File: src/rtl/pack_nonzero_if.sv
// Handshake and data bundle between the mask-update stage, pack_nonzero and the
// sparse operand loader that consumes the packed vector.
interface pack_nonzero_if #(
  parameter int unsigned IL     = 8,
  parameter int unsigned FL     = 12,
  parameter int unsigned length = 32
);
  localparam int unsigned W  = IL + FL;
  localparam int unsigned NV = 16;

  logic signed [W-1:0]   out [NV];
  logic [length-1:0]     i_mask;
  logic                  input_ready;
  logic                  output_taken;

  logic signed [W-1:0]   packed_vals [NV];
  logic [4:0]            count;
  logic                  mismatch;
  logic [1:0]            state;

  // Upstream producer / consumer side
  modport master (
    output out, i_mask, input_ready, output_taken,
    input  packed_vals, count, mismatch, state
  );

  // Packing engine side
  modport slave (
    input  out, i_mask, input_ready, output_taken,
    output packed_vals, count, mismatch, state
  );
endinterface

File: src/rtl/pack_nonzero.sv
// Compacts the nonzero entries of 16 fixed-point layer outputs into the low slots
// of a result vector, one source slot per cycle, and cross-checks against the mask.
module pack_nonzero #(
  parameter int unsigned IL     = 8,
  parameter int unsigned FL     = 12,
  parameter int unsigned length = 32
) (
  input  logic          clk,
  input  logic          reset,
  pack_nonzero_if.slave bus
);
  localparam int unsigned W  = IL + FL;
  localparam int unsigned NV = 16;
  localparam int unsigned PW = $clog2(length) + 1;
  localparam int unsigned CW = (PW > 5) ? PW : 5;

  typedef enum logic [1:0] {
    IDLE = 2'b00,
    BUSY = 2'b01,
    DONE = 2'b10
  } state_t;

  state_t              state_q;
  logic signed [W-1:0] reg_out [NV];
  logic [length-1:0]   reg_mask;
  logic [3:0]          r_ptr;
  logic [4:0]          w_ptr;
  logic signed [W-1:0] packed_q [NV];
  logic [4:0]          count_q;
  logic                mismatch_q;

  logic [PW-1:0]       mask_pop_c;
  logic                cur_nz_c;
  logic [4:0]          w_next_c;

  // Population count of the latched mask
  always_comb begin
    mask_pop_c = '0;
    for (int i = 0; i < int'(length); i++) begin
      mask_pop_c = mask_pop_c + PW'(reg_mask[i]);
    end
  end

  // Zero test covers the full word, so any negative value counts as nonzero
  always_comb begin
    cur_nz_c = |reg_out[r_ptr];
    w_next_c = w_ptr + 5'(cur_nz_c);
  end

  always_ff @(posedge clk or posedge reset) begin
    if (reset) begin
      state_q    <= IDLE;
      reg_mask   <= '0;
      r_ptr      <= '0;
      w_ptr      <= '0;
      count_q    <= '0;
      mismatch_q <= 1'b0;
      for (int i = 0; i < int'(NV); i++) begin
        reg_out[i]  <= '0;
        packed_q[i] <= '0;
      end
    end else begin
      case (state_q)
        IDLE: begin
          if (bus.input_ready) begin
            for (int i = 0; i < int'(NV); i++) begin
              reg_out[i]  <= bus.out[i];
              packed_q[i] <= '0;
            end
            reg_mask   <= bus.i_mask;
            r_ptr      <= '0;
            w_ptr      <= '0;
            count_q    <= '0;
            mismatch_q <= 1'b0;
            state_q    <= BUSY;
          end
        end
        BUSY: begin
          // w_ptr never exceeds 15 while a write is still possible
          if (cur_nz_c) begin
            packed_q[w_ptr[3:0]] <= reg_out[r_ptr];
          end
          w_ptr <= w_next_c;
          r_ptr <= r_ptr + 4'd1;
          if (r_ptr == 4'd15) begin
            count_q    <= w_next_c;
            mismatch_q <= (CW'(mask_pop_c) != CW'(w_next_c));
            state_q    <= DONE;
          end
        end
        DONE: begin
          if (bus.output_taken) begin
            state_q <= IDLE;
          end
        end
        default: state_q <= IDLE;
      endcase
    end
  end

  assign bus.packed_vals = packed_q;
  assign bus.count       = count_q;
  assign bus.mismatch    = mismatch_q;
  assign bus.state       = 2'(state_q);
endmodule

File: src/flat_wrapper.sv
// flat-port wrapper written by rule: the top's interface ports become plain ports
module pack_nonzero_flat 
#(
  parameter int unsigned IL     = 8,
  parameter int unsigned FL     = 12,
  parameter int unsigned length = 32
)
  (clk, reset, bus_out, bus_i_mask, bus_input_ready, bus_output_taken, bus_packed_vals, bus_count, bus_mismatch, bus_state);
  pack_nonzero_if #(.IL(IL), .FL(FL), .length(length)) bus_i ();
  input  logic clk;
  input  logic reset;
  input wire logic [$bits(bus_i.out)-1:0] bus_out;
  input wire logic [$bits(bus_i.i_mask)-1:0] bus_i_mask;
  input wire logic [$bits(bus_i.input_ready)-1:0] bus_input_ready;
  input wire logic [$bits(bus_i.output_taken)-1:0] bus_output_taken;
  output wire logic [$bits(bus_i.packed_vals)-1:0] bus_packed_vals;
  output wire logic [$bits(bus_i.count)-1:0] bus_count;
  output wire logic [$bits(bus_i.mismatch)-1:0] bus_mismatch;
  output wire logic [$bits(bus_i.state)-1:0] bus_state;
  assign bus_i.out = {>>{bus_out}};
  assign bus_i.i_mask = bus_i_mask;
  assign bus_i.input_ready = bus_input_ready;
  assign bus_i.output_taken = bus_output_taken;
  assign bus_packed_vals = {>>{bus_i.packed_vals}};
  assign bus_count = bus_i.count;
  assign bus_mismatch = bus_i.mismatch;
  assign bus_state = bus_i.state;
  pack_nonzero #(.IL(IL), .FL(FL), .length(length)) u_core (.clk(clk), .reset(reset), .bus(bus_i));
endmodule
File: config.mk
export PLATFORM = sky130hd
export DESIGN_NAME = pack_nonzero_flat
export DESIGN_NICKNAME = d
export VERILOG_FILES = /design/src/rtl/pack_nonzero_if.sv /design/src/rtl/pack_nonzero.sv /design/src/flat_wrapper.sv
export SDC_FILE = /design/constraint.sdc
export NUM_CORES = 2
export LEC_CHECK = 0
export CAP_MARGIN = 40
export CORE_MARGIN = 1.5
export CORE_UTILIZATION = 45
export CTS_CLUSTER_SIZE = 10
export DETAILED_ROUTE_END_ITERATION = 7
export PLACE_DENSITY = 0.78
export RECOVER_POWER = 100
export SYNTH_ARGS = -nofsm -noshare
export SYNTH_HDL_FRONTEND = slang
export SYNTH_SLANG_ARGS = --single-unit
File: constraint.sdc
create_clock -name clk -period 28.1 [get_ports clk]
set_input_delay 7.025 -clock clk [delete_from_list [all_inputs] [get_ports clk]]
set_output_delay 7.025 -clock clk [all_outputs]
set_load 0.02 [all_outputs]
==> results_dict.tcl <==
set metrics [dict create \
    synthFlopType "dfrtp_1" \
    cp_max_fo 171 \
    cap_violations 15 \
    synth_area_leaders "dfrtp_1 (57%), nand2_1 (17%), mux4_2 (5.5%)" \
    cts_max_level 3 \
    ir_worst_vdd_mv 0.381 \
    min_path_type "flip-flop to flip-flop" \
    finalPower_mw 5.81 \
    path_clk_slew_ns 0.05 \
    startpoint "reset" \
    initial_utilization_pct 45.3 \
    report.final.slew_viol_count 927 \
    worstSetupEndpoint "u_core.reg_out[49]" \
    r2r_end "u_core.reg_out[29]" \
    wirelength_um 104000 \
    cp.arrival_ns 17.97 \
    ff2ff_setup_slack_ns 17.24 \
    violations "max-capacitance violations, max-slew violations" \
    cts_buffers 80 \
    remaining_drc_errors 0 \
    report.final.setup_viol 0 \
    critical_path.startpoint_type "input pin" \
    yosysWarnings 0 \
    p_leak_nw 19.6 \
    std_cell_rows 95 \
    p_per_area_nw_per_um2 145 \
    area_growth_pct 32.2 \
    vias 25776 \
    ant_nets 0 \
    synth_cells 3302 \
    viasPerCell 5.31 \
    dieArea_um2 69100 \
    synth.largest_area_cell "dfrtp_1" \
    fin_crit_ns 17.20 \
    synth_top_area_share_pct 56.7 \
    dp_hpwl_um 75400 \
    insertion_delay_ns 0.61 \
    io_buffers 683 \
    grt_setup_unrepaired "false" \
    clockRootBuffer "clkbuf_16" \
    ys_seq_elements 689 \
    grt_max_degree 220 \
    critPathKind "input pin to async pin" \
    drtIter0Drc 2725 \
    antenna_found_initial 13 \
    drive_gt1_share_pct 7.00 \
    synth_edf_count 0 \
    boundaryPins 684 \
    overflow 0 \
    clock-sinks 689 \
    cts.path.max_buffers 3 \
    die_w_um 263 \
    status "complete, but fails checks" \
    grt_first_pass_wirelength_um 158000 \
    grt_pass1_vias 25950 \
    worstHoldStart "u_core.reg_out[7]" \
    finalCritPeriodShare_pct 61.2 \
    nets 4343 \
    grt_usage_pct 30.1 \
    worstRegToRegCells 7 \
    drtPass1Iterations 6 \
    fp.dieH_um 263 \
    crit_required_ns 28.87 \
    postCtsResizedCells 0 \
    fin_tns_setup_ns 0 \
    timing.rr.start "u_core.bus.state[1]" \
    worst_slack_ns 10.90 \
    synth_area_per_cell_um2 9.21 \
    hold_buffers 0 \
    hold_violations 0 \
    max_freq_mhz 58.1 \
    postCtsSetupBuffers 0 \
    worstMarginPinSlew_ns 9.25 \
    drt-wirelength-per-cell_um 21.5 \
    endpoint_kind "async pin" \
    synth_async_sr_flop_share_pct 100 \
    syn_nets 3693 \
    slew_headroom_pct -517 \
    pre_cts_slack_ns 16.96 \
    syn_area_um2 30400 \
    fin_skew_ns 0.0171 \
    cts_tree "done" \
    synth_cell_types 43 \
    gp_routability_congestion 0.858 \
    ys_seq_area_share_pct 56.7 \
    core_area_um2 67000 \
]
[critical path, cell delays in order]
cell and delay, ns:
dlygate4sd3_1 0.55, clkinvlp_2 1.85, buf_12 0.66, clkbuf_1 2.55
clkbuf_1 1.15, clkbuf_1 2.36, clkbuf_1 1.19, buf_16 0.34
[routing by layer]
metal | GRT usage, % | up-vias | wire, um
met5 | 0 | - | 25
met1 | 37.3 | 12649 | 39300
li1 | - | 11537 | -
met2 | 51.1 | 1347 | 52000
met3 | 5.66 | 239 | 8030
met4 | 14.4 | 4 | 4680
[cells in the final DEF, fill, tap and decap left out, types with 6 or more instances in the layout]
cell,n
buf_16,8
nand2_1,1409
dlygate4sd3_1,331
dfrtp_1,686
ha_1,11
clkdlybuf4s50_1,352
nor2_2,16
clkbuf_16,81
a21oi_2,8
a221oi_1,6
mux2i_1,14
o21ai_0,337
a22oi_1,23
a21oi_1,15
or2_2,7
o22ai_1,9
nand3_1,13
mux4_2,74
nor2_1,19
diode_2,9
buf_4,28
o21ai_2,20
fa_1,24
nand2b_1,7
inv_1,359
buf_8,13
xnor2_1,8
clkbuf_1,39
[kinds of logic (layout without fill, tap and decap cells)]
logic type      after synthesis  after routing  synth area share (%)
other cells                   0              9                     0
flops                       689            689                  56.7
compound gates              430            430                  8.53
buf+inv                     558           1225                  7.54
xor+xnor                     11             11                 0.317
mux                          90             90                  6.02
fa+ha+maj                    35             35                  2.03
simple gates               1489           1489                  18.8
[final cells by class]
class,count,area (um^2)
Inverter,360,1350
Fill cell,5584,26800
Tap cell,873,1090
Timing Repair Buffer,766,7640
Clock buffer,93,2090
Clock inverter,6,47.5
Sequential cell,689,17300
Antenna cell,9,22.5
Multi-Input combinational cell,2055,10700
[per-stage QoR]
step / instance area, um^2 / instances / hold WS, ns / utilization (%)
after global routing: 40200 / 4850 / 0.481 / 60.0
after CTS: 40700 / 4842 / 0.470 / 60.7
after global placement: 37900 / 4703 / 0.452 / 56.5
after floorplan: 30400 / 3302 / 0.440 / -
final: 40200 / 4851 / 0.466 / 60.0
after detailed placement: 38500 / 4743 / 0.457 / 57.5
[how the worst min path moves through the flow]
stage | slack [ns] | endpoint | cells past startpoint
after floorplan | 0.44 | u_core.reg_out[100] | 2
after global placement | 0.45 | u_core.reg_out[106] | 2
after detailed placement | 0.46 | u_core.reg_out[96] | 2
after CTS | 0.47 | u_core.reg_out[96] | 2
after global routing | 0.48 | u_core.reg_out[286] | 2
final | 0.47 | u_core.reg_out[7] | 2
[synthesized netlist by cell type (8+ instances only)]
cell,n
inv_1,360
o21ai_1,111
clkbuf_1,149
o22ai_1,9
nand2_1,1409
xnor2_1,8
a22oi_1,23
o21ai_0,173
dfrtp_1,689
fa_1,24
buf_1,13
nand3_1,13
ha_1,11
a21oi_2,9
o21ai_2,76
nor2_1,35
mux2i_1,14
buf_6,23
buf_2,10
mux4_2,74
a21oi_1,14
[flip-flops by register name, summed over array words and instances (netlist names)]
signal and flops:
u_core.bus.packed_vals 320, u_core.reg_out 320, u_core.reg_mask 32, u_core.bus.count 5, u_core.w_ptr 5, u_core.r_ptr 4, u_core.bus.state 2, u_core.bus.mismatch 1
[where the power goes]
part / internal, mW / switching, mW / total (mW)
Combinational: 1.36 / 1.90 / 3.26
Sequential: 1.38 / 0.267 / 1.65
Clock: 0.518 / 0.389 / 0.907
(Power assumes the default switching activity.)
